<file path="src/rtl/fetch_sequencer.sv">
// fetch_sequencer
//   Reader side of the instruction memory. Owns the program counter, captures
//   each 16-bit instruction into an instruction register (IR), resolves the
//   control-flow opcodes (jump, conditional jump, halt) itself and hands every
//   other opcode to the datapath over a valid/ready handshake.
//
// Ports
//   clk          system clock
//   reset        synchronous, active-high reset
//   start        begins execution at PC=0 from IDLE or HALTED
//   address      PC presented to the instruction memory (0 while IDLE)
//   instruction  combinational memory read data for address
//   regReadAddr  register-file read select (IR[7:4])
//   condValue    register-file read data for regReadAddr
//   opcode, destReg, src1Reg, src2Reg, immediate   decoded IR fields
//   execValid    data instruction presented to the datapath
//   execReady    datapath has completed the presented instruction
//   running      high in FETCH or EXEC
//   halted       high in HALTED
//   fault        sticky out-of-range PC (or watchdog expiry)
//
// Build option
//   FETCH_WATCHDOG_EN  when defined, a retirement budget of WATCHDOG_LIMIT
//                      instructions is enforced; once spent, the next EXEC
//                      exit halts with fault=1.
//
// state  | meaning
// -------+------------------------------------------------------------
// IDLE   | out of reset, waiting for start, address forced to 0
// FETCH  | one cycle: IR <= instruction at PC
// EXEC   | resolve control op, or hold execValid until execReady
// HALTED | halt opcode, PC fault or watchdog; wait for start

module fetch_sequencer #(
  parameter int PROG_DEPTH     = 128,
  parameter int WATCHDOG_LIMIT = 1000
) (
  input  logic        clk,
  input  logic        reset,
  input  logic        start,
  output logic [7:0]  address,
  input  logic [15:0] instruction,
  output logic [3:0]  regReadAddr,
  input  logic [7:0]  condValue,
  output logic [3:0]  opcode,
  output logic [3:0]  destReg,
  output logic [3:0]  src1Reg,
  output logic [3:0]  src2Reg,
  output logic [7:0]  immediate,
  output logic        execValid,
  input  logic        execReady,
  output logic        running,
  output logic        halted,
  output logic        fault
);

  typedef enum logic [1:0] {
    IDLE   = 2'd0,
    FETCH  = 2'd1,
    EXEC   = 2'd2,
    HALTED = 2'd3
  } state_t;

  localparam logic [3:0] OP_JUMP  = 4'b0010;
  localparam logic [3:0] OP_CJUMP = 4'b1100;
  localparam logic [3:0] OP_HALT  = 4'b1110;
  // 9 bits so that a depth of 256 (whole address space) is still representable.
  localparam logic [8:0] DEPTH    = 9'(PROG_DEPTH);

  state_t      state;
  logic [7:0]  pc;
  logic [15:0] ir;
  logic [7:0]  pcNext;
  logic        targetFault;
  logic        irIsControl;
  logic        execExit;
  logic        wdExpired;

  // Jump with destReg!=0 is a register copy and goes to the datapath.
  function automatic logic isControl(input logic [15:0] insn);
    return (insn[15:12] == OP_HALT) || (insn[15:12] == OP_CJUMP) ||
           ((insn[15:12] == OP_JUMP) && (insn[11:8] == 4'd0));
  endfunction

  assign opcode      = ir[15:12];
  assign destReg     = ir[11:8];
  assign src1Reg     = ir[7:4];
  assign src2Reg     = ir[3:0];
  assign immediate   = ir[7:0];
  assign regReadAddr = ir[7:4];
  // PC is only ever 0 while IDLE, so it can drive the memory directly.
  assign address     = pc;

  assign irIsControl = isControl(ir);
  // execReady only matters while a data instruction is being presented.
  assign execExit    = (state == EXEC) && (irIsControl || execReady);

  // 8-bit adds wrap modulo 256; adding the raw byte equals adding its sign extension.
  always_comb begin
    pcNext = pc + 8'd1;
    if ((opcode == OP_JUMP) && (destReg == 4'd0)) begin
      pcNext = pc + 8'd1 + ir[7:0];
    end else if ((opcode == OP_CJUMP) && (condValue != 8'd0)) begin
      pcNext = pc + 8'd1 + {{4{ir[3]}}, ir[3:0]};
    end
  end

  assign targetFault = ({1'b0, pcNext} >= DEPTH);

`ifdef FETCH_WATCHDOG_EN
  // Remaining retirement budget; counts down from WATCHDOG_LIMIT.
  logic [15:0] wdBudget;
  assign wdExpired = (wdBudget == 16'd0);
`else
  assign wdExpired = 1'b0;
`endif

  always_ff @(posedge clk) begin
    if (reset) begin
      state     <= IDLE;
      pc        <= 8'd0;
      ir        <= 16'd0;
      execValid <= 1'b0;
      running   <= 1'b0;
      halted    <= 1'b0;
      fault     <= 1'b0;
`ifdef FETCH_WATCHDOG_EN
      wdBudget  <= 16'(WATCHDOG_LIMIT);
`endif
    end else begin
      case (state)
        IDLE: begin
          if (start) begin
            state   <= FETCH;
            pc      <= 8'd0;
            running <= 1'b1;
`ifdef FETCH_WATCHDOG_EN
            wdBudget <= 16'(WATCHDOG_LIMIT);
`endif
          end
        end

        FETCH: begin
          ir        <= instruction;
          // Decode the incoming word so execValid is registered on EXEC entry.
          execValid <= !isControl(instruction);
          state     <= EXEC;
        end

        EXEC: begin
          if (execExit) begin
            execValid <= 1'b0;
            if (opcode == OP_HALT) begin
              state   <= HALTED;
              running <= 1'b0;
              halted  <= 1'b1;
            end else if (wdExpired || targetFault) begin
              state   <= HALTED;
              running <= 1'b0;
              halted  <= 1'b1;
              fault   <= 1'b1;
            end else begin
              pc    <= pcNext;
              state <= FETCH;
`ifdef FETCH_WATCHDOG_EN
              wdBudget <= wdBudget - 16'd1;
`endif
            end
          end
        end

        HALTED: begin
          if (start) begin
            state   <= FETCH;
            pc      <= 8'd0;
            fault   <= 1'b0;
            halted  <= 1'b0;
            running <= 1'b1;
`ifdef FETCH_WATCHDOG_EN
            wdBudget <= 16'(WATCHDOG_LIMIT);
`endif
          end
        end

        default: begin
          state <= IDLE;
        end
      endcase
    end
  end

endmodule

</file>
<file path="config.mk">
export PLATFORM = sky130hd
export DESIGN_NAME = fetch_sequencer
export DESIGN_NICKNAME = d
export VERILOG_FILES = /design/src/rtl/fetch_sequencer.sv
export SDC_FILE = /design/constraint.sdc
export NUM_CORES = 1
export LEC_CHECK = 0
export CAP_MARGIN = 20
export CORE_UTILIZATION = 47
export DETAILED_ROUTE_END_ITERATION = 8
export GPL_TIMING_DRIVEN = 0
export PLACE_DENSITY = 0.81
export SYNTH_ARGS = -nofsm -noshare
export SYNTH_HDL_FRONTEND = slang
export SYNTH_SLANG_ARGS = --single-unit
</file>
<file path="constraint.sdc">
create_clock -name clk -period 3.6 [get_ports clk]
set_input_delay 0.72 -clock clk [delete_from_list [all_inputs] [get_ports clk]]
set_output_delay 0.72 -clock clk [all_outputs]
set_load 0.05 [all_outputs]
</file>
==> flow_summary_export.csv, run 1 <==
group,metric,value,unit
final_layout,layout_common_cells,"67 x clkdlybuf4s50_1, 30 x nor2_1, 25 x dfxtp_1, 21 x mux2i_1, 17 x nand2_1",
floorplanning,rows,24,
global_route,grt_pass1_wl,9190,um
critical_path,cp_slowest_cell,"or4_1",
logic_synthesis,syn_nets,310,
logic_synthesis,syn-instance-count,265,
critical_path,max_stage_delay,420,ps
logic_synthesis,ys_seq_area_share,27.54,%
logic_synthesis,synth_area,2181,um^2
sta,fmax,293.1,MHz
final_layout,syn_to_final_growth,42.74,%
final_layout,regArea,606.8,um^2
floorplanning,fp.dieW,70.12,um
sta,hold_violations,0,
critical_path,crit_type,"flop to flop",
final_layout,num_antenna_cells,0,
critical_path,required,3760,ps
min_path,hp-class,"flop to flop",
power_and_ir_drop,p_per_area,657.3,nW/um^2
final_layout,final.fill_count,353,
final_layout,fin_nets,389,
drt,firstDrtPassIters,4,
critical_path,worstPathArrival,3580,ps
drt,drtIter0Drc,117,
drt,post_drt_wl_per_cell,14.51,um
place,port_buffers,67,
run_status,status,"finished, final reports clean",
cts,cts_tree,"done",
drt,routed_via_density,5.494,
sta,slew_violations,0,
drt,routed_wl,5759,um
drt,drc,0,
global_route,track_usage,23.38,%
critical_path,cp-start-kind,"flop",
final_layout,multi_input_area,1460,um^2
logic_synthesis,synth.distinct_cells,45,
global_route,grt_max_degree,11,
floorplanning,dieArea,4917,um^2
floorplanning,start_util,49.40,%
logic_synthesis,synth_warnings,0,
place,gp_congestion,0.8834,
logic_synthesis,syn_avg_cell_area,8.230,um^2
sta,maxSlewHeadroom,42.52,%
power_and_ir_drop,vdd_drop_max,309.6,uV
final_layout,final_util,70.52,%
cts,numClockSinks,30,
cts,path_clk_slew,70,ps
drt,vias,2181,
sta,hold_ws,480.9,ps
global_route,antenna_found_initial,0,
sta,fin_crit_sh,94.79,%
floorplanning,core,4414,um^2
sta,skew,4.231,ps
cts,clk_latency,290,ps
sta,setup_viol,0,
sta,period_needed,3412,ps
global_route,grt_overflow,0,
cts,postCtsHoldBufs,0,
final_layout,drive_above_1_share,12.46,%
logic_synthesis,synth_edf_count,0,
place,hpwlAfterDp,4121,um
critical_path,cp-end-kind,"flop",
logic_synthesis,synth-async-reset-ratio,0,%
logic_synthesis,synth_seq_cells,30,
sta,setup_tns,0,ps
cts,cts_buffers,5,
global_route,grt_pass1_vias,2030,
critical_path,r2r_setup_slack,190,ps
final_layout,final_common_cell,"clkdlybuf4s50_1",
cts,cts-root-buf,"clkbuf_8",
power_and_ir_drop,p_leak,1.261,nW
drt,drtAntennaViolNets,0,
floorplanning,pin_count,68,
sta,tightest_slew,862.2,ps
critical_path,crit_chain,"ha_2 > and3_4 > nand3_1 > xnor2_2 > ha_4 > nor2_1 > nor2_1 > and3_1 > or4_1 > and2_1 > buf_6 > a211oi_4 > buf_6 > mux2i_1 > nor2_1",
cts,htree_levels,2,
floorplanning,die_height,70.12,um
logic_synthesis,ys.flop_type,"dfxtp_1",
critical_path,crit_top_cell,"nor2_1",
run,cap_violations,0,
cts,cts_buffer_depth,2,
critical_path,crit_fanout,6,
[layer usage]
metal	GRT usage (%)	vias to the layer above	share of wire, %
li1	-	1091	-
met1	30.98	1009	45
met2	37.82	71	47
met3	5.051	10	5.1
met4	7.333	0	2.3
met5	0	-	0
[state kept, by name, summed over array words and instances, names as in the netlist]
| signal | flops |
|---|---|
| fault | 1 |
| halted | 1 |
| address | 8 |
| execValid | 1 |
| running | 1 |
| state | 2 |
| ir | 16 |
[critical path, delay by kind of cell, from the launching register on]
family                   cells  cell delay [ps]
buffers and inverters        2              310
multiplexers                 1              170
AO/OA/AOI/OAI                1              340
adder cells (fa/ha/maj)      2              460
XOR/XNOR                     1              300
AND/OR/NAND/NOR              8             1330
flip-flops                   1              370
[path summary, 6_finish.rpt]
path | from | endpoint | cells past startpoint
min reg2reg | halted$_SDFFE_PP0P_ | halted$_SDFFE_PP0P_ | 2
min | halted$_SDFFE_PP0P_ | halted$_SDFFE_PP0P_ | 2
max reg2reg | address[0]$_SDFFE_PP0P_ | address[5]$_SDFFE_PP0P_ | 15
max | address[0]$_SDFFE_PP0P_ | address[5]$_SDFFE_PP0P_ | 15
[layout make-up]
type | count | share of cell area, %
multi-input cells | 203 | 46.91
well taps | 52 | 2.090
inverters | 12 | 1.447
clock inverters | 2 | 0.4019
flip-flops and latches | 30 | 19.49
repair buffers | 72 | 22.67
plain buffers | 20 | 4.341
clock buffers | 6 | 2.653
[cells in the mapped netlist, types with 2 or more instances]
cell / number / area (um^2)
nor3_1: 9 / 45.04
nand4b_1: 3 / 26.28
ha_1: 16 / 200.2
a21o_1: 3 / 22.52
nor4_1: 2 / 12.51
nor3b_1: 3 / 22.52
or3_1: 6 / 37.54
nand3b_1: 3 / 22.52
nand2b_1: 2 / 12.51
nor2_1: 30 / 112.6
o211ai_1: 2 / 15.01
nand2_1: 17 / 63.81
a31oi_1: 2 / 12.51
nand3_1: 15 / 75.07
o21ai_0: 8 / 40.04
a21oi_1: 16 / 80.08
dfxtp_1: 30 / 600.6
xnor2_1: 8 / 70.07
and2_1: 3 / 18.77
and3_1: 4 / 25.02
buf_6: 2 / 22.52
nor2b_1: 4 / 25.02
a211oi_1: 2 / 15.01
mux2i_1: 21 / 210.2
o2111ai_1: 2 / 17.52
inv_1: 12 / 45.04
clkbuf_1: 6 / 22.52
buf_4: 12 / 90.09
xor2_1: 6 / 52.55
[report_power, final]
group | switching, mW | leakage (nW) | total (mW) | internal (mW)
Sequential | 0.0838 | 0.247 | 0.493 | 0.409
Combinational | 0.753 | 0.966 | 1.26 | 0.510
Clock | 0.137 | 0.0472 | 0.290 | 0.153
[repair_timing]
action | in CTS | in global routing
setup endpoints to repair | 0 | 11
resized for setup | 0 | 16
setup buffers | 0 | 4
[kinds of logic after synthesis]
| kind of cell | count (synthesis) | synth area share, % |
|---|---|---|
| AOI/OAI and AO/OA | 46 | 14.34 |
| xor gates and xnor gates | 14 | 5.623 |
| muxes | 21 | 9.638 |
| buffers and inverters | 32 | 8.261 |
| adders and majority gates | 17 | 10.10 |
| and+or+nand+nor | 105 | 24.50 |
| DFF | 30 | 27.54 |
[stage by stage]
stage	instances	power, mW	setup slack (ps)	cell area, um^2
finish	397	2.046	187.7	3113
detailed placement	384	1.685	36.28	2917
floorplan	265	1.351	33.63	2181
global route	397	2.163	-34.04	3113
CTS	392	1.978	8.510	3012
global placement	384	1.664	13.36	2917
No activity file was read; power rests on OpenSTA's default activity.
==> run 2: changes to the inputs <==
--- a/config.mk
+++ b/config.mk
@@ -10,6 +10,8 @@
 export DETAILED_ROUTE_END_ITERATION = 8
 export GPL_TIMING_DRIVEN = 0
 export PLACE_DENSITY = 0.81
+export SKIP_LAST_GASP = 1
+export SLEW_MARGIN = 25
 export SYNTH_ARGS = -nofsm -noshare
 export SYNTH_HDL_FRONTEND = slang
 export SYNTH_SLANG_ARGS = --single-unit
==> results of run 2 <==
No change in the layout: final DEF, timing and power equal those of run 1.
==> run 3: changes to the inputs <==
--- a/config.mk
+++ b/config.mk
@@ -9,6 +9,7 @@
 export CORE_UTILIZATION = 47
 export DETAILED_ROUTE_END_ITERATION = 8
 export GPL_TIMING_DRIVEN = 0
+export MAX_ROUTING_LAYER = met4
 export PLACE_DENSITY = 0.81
 export SKIP_LAST_GASP = 1
 export SLEW_MARGIN = 25
==> run 3 against run 2 <==
  * Total power rose by 0.70%
  * Cell count decreased by 0.76%
  * Largest power group unchanged
  * Design area is essentially flat
  * Clock-buffer cell count shrank 1
  * Worst hold slack better by 2.4 ps
  * Global-route usage grew 0.93 points
==> flow_summary_export.csv, run 3 (same netlist as run 1, synthesis figures left out) <==
group,metric,value,unit
cts,numClockSinks,30,
sta,hold_violations,0,
global_route,track_usage,24.31,%
final_layout,final_cells,394,
run,cap_violations,0,
drt,drtAntennaViolNets,0,
global_route,met1_usage,30.17,%
floorplanning,dieArea,4917,um^2
drt,post_drt_wl_per_cell,14.70,um
place,hpwlAfterDp,4190,um
critical_path,cp_top_family,"simple AND/OR/NAND/NOR gates",
sta,setup_viol,0,
final_layout,drive_above_1_share,11.70,%
floorplanning,rows,24,
critical_path,cp-start-kind,"flop",
power_and_ir_drop,p_seq_share,24.0,%
sta,tightest_slew,885.5,ps
global_route,grt_pass1_vias,2079,
global_route,antenna_found_initial,0,
min_path,hp-class,"flop to flop",
sta,maxSlewHeadroom,40.61,%
power_and_ir_drop,power.share.clock,16.5,%
global_route,grt_pass1_wl,9397,um
global_route,top_usage_layer,"met2",
power_and_ir_drop,p_int,1.098,mW
drt,drtIter0Drc,168,
final_layout,final_area,3114,um^2
critical_path,crit_top_cell,"nor2_1",
place,pre_cts_slack,-35.16,ps
floorplanning,fp.dieW,70.12,um
floorplanning,die_height,70.12,um
sta,fin_crit_sh,95.69,%
final_layout,layout_common_cells,"67 x clkdlybuf4s50_1, 30 x nor2_1, 27 x dfxtp_1, 20 x mux2i_1, 17 x nand2_1",
power_and_ir_drop,p_comb_share,59.5,%
critical_path,crit_chain,"ha_2 > and3_4 > nand3_1 > xnor2_2 > ha_2 > nor2_1 > nor2_1 > and3_1 > or4_1 > and2_1 > buf_6 > a211oi_4 > buf_4 > nor2_1 > o32ai_1",
cts,cts_tree,"done",
final_layout,num_antenna_cells,0,
cts,cts-root-buf,"clkbuf_8",
power_and_ir_drop,switchingPower,962.2,uW
cts,cts_buffers,5,
sta,period_needed,3445,ps
drt,routed_via_density,5.548,
sta,skew,3.304,ps
power_and_ir_drop,p_per_area,661.6,nW/um^2
cts,clk_latency,280,ps
run_status,status,"finished, final reports clean",
critical_path,cp-end-kind,"flop",
final_layout,syn_to_final_growth,42.80,%
final_layout,regMostFlops,"ir",
cts,postCtsHoldBufs,0,
critical_path,cp_num_buf_inv,2,
place,place_area,2917,um^2
final_layout,fin_nets,386,
place,place_inst,384,
global_route,grt_max_degree,11,
place,gp_congestion,0.9069,
final_layout,final_common_cell,"clkdlybuf4s50_1",
global_route,met3_usage,3.752,%
drt,drc,0,
global_route,gr-usage-met2,40.06,%
global_route,grt_overflow,0,
drt,vias,2186,
critical_path,crit_fanout,5,
sta,setup_tns,0,ps
cts,path_clk_slew,70,ps
critical_path,worstPathArrival,3620,ps
sta,layout_setup_ws,155.1,ps
cts,cts_buffer_depth,2,
critical_path,required,3770,ps
floorplanning,start_util,49.40,%
power_and_ir_drop,p_leak,1.258,nW
final_layout,largest_reg_flops,16,
critical_path,max_stage_delay,430,ps
power_and_ir_drop,vdd_drop_max,310.8,uV
drt,firstDrtPassIters,4,
sta,slew_violations,0,
floorplanning,pin_count,68,
drt,routed_wl,5791,um
cts,htree_levels,2,
power_and_ir_drop,switching_share,46.69,%
place,port_buffers,67,
critical_path,crit_type,"flop to flop",
critical_path,cp_slowest_cell,"or4_1",
sta,fmax,290.3,MHz
floorplanning,core,4414,um^2
## run 3: through the flow
step	total power, mW	util (%)	hold slack (ps)
floorplan	1.351	-	464.7
finish	2.061	70.55	483.3
CTS	2.044	68.88	482.3
global route	2.184	70.55	503.8
detailed placement	1.688	66.07	472.7
global placement	1.665	66.07	462.8
## run 3: final timing paths
check	slack, ps	endpoint	depth (start not counted)	start
max	160	address[0]$_SDFFE_PP0P_	15	address[0]$_SDFFE_PP0P_
min	480	halted$_SDFFE_PP0P_	2	halted$_SDFFE_PP0P_
max reg2reg	160	address[0]$_SDFFE_PP0P_	15	address[0]$_SDFFE_PP0P_
min reg2reg	480	halted$_SDFFE_PP0P_	2	halted$_SDFFE_PP0P_
## run 3: layer usage
| layer | vias up | share of wire [%] |
|---|---|---|
| li1 | 1082 | - |
| met1 | 1017 | 45 |
| met2 | 72 | 48 |
| met3 | 15 | 4.6 |
| met4 | 0 | 2.3 |
| met5 | - | 0 |
## run 3: timing repair
action,in CTS,in global routing
pin swaps,1,1
gates resized for setup,1,14
setup buffers,1,1
setup endpoints to repair,1,11
## run 3: final cells by class
type | count | area (um^2)
buffer | 20 | 135.1
clock buffer | 5 | 68.82
clock inverter | 3 | 40.04
fill | 355 | 1300
inverter | 12 | 45.04
multi-input combinational | 203 | 1470
sequential | 30 | 604.3
tap | 52 | 65.06
timing repair buffer | 69 | 685.7
## run 3: power groups by stage
stage / clock (mW) / combinational (mW) / sequential (mW)
after floorplan: 0 / 0.648 / 0.702
after global placement: 0 / 1.17 / 0.492
after detailed placement: 0 / 1.19 / 0.496
after CTS: 0.345 / 1.21 / 0.490
after global routing: 0.360 / 1.32 / 0.508
final: 0.341 / 1.23 / 0.495
## run 3: tightest hold or removal path: stages, from the launching register on
cell,delay [ps]
dfxtp_1,310
o21ai_0,60
a21oi_1,60
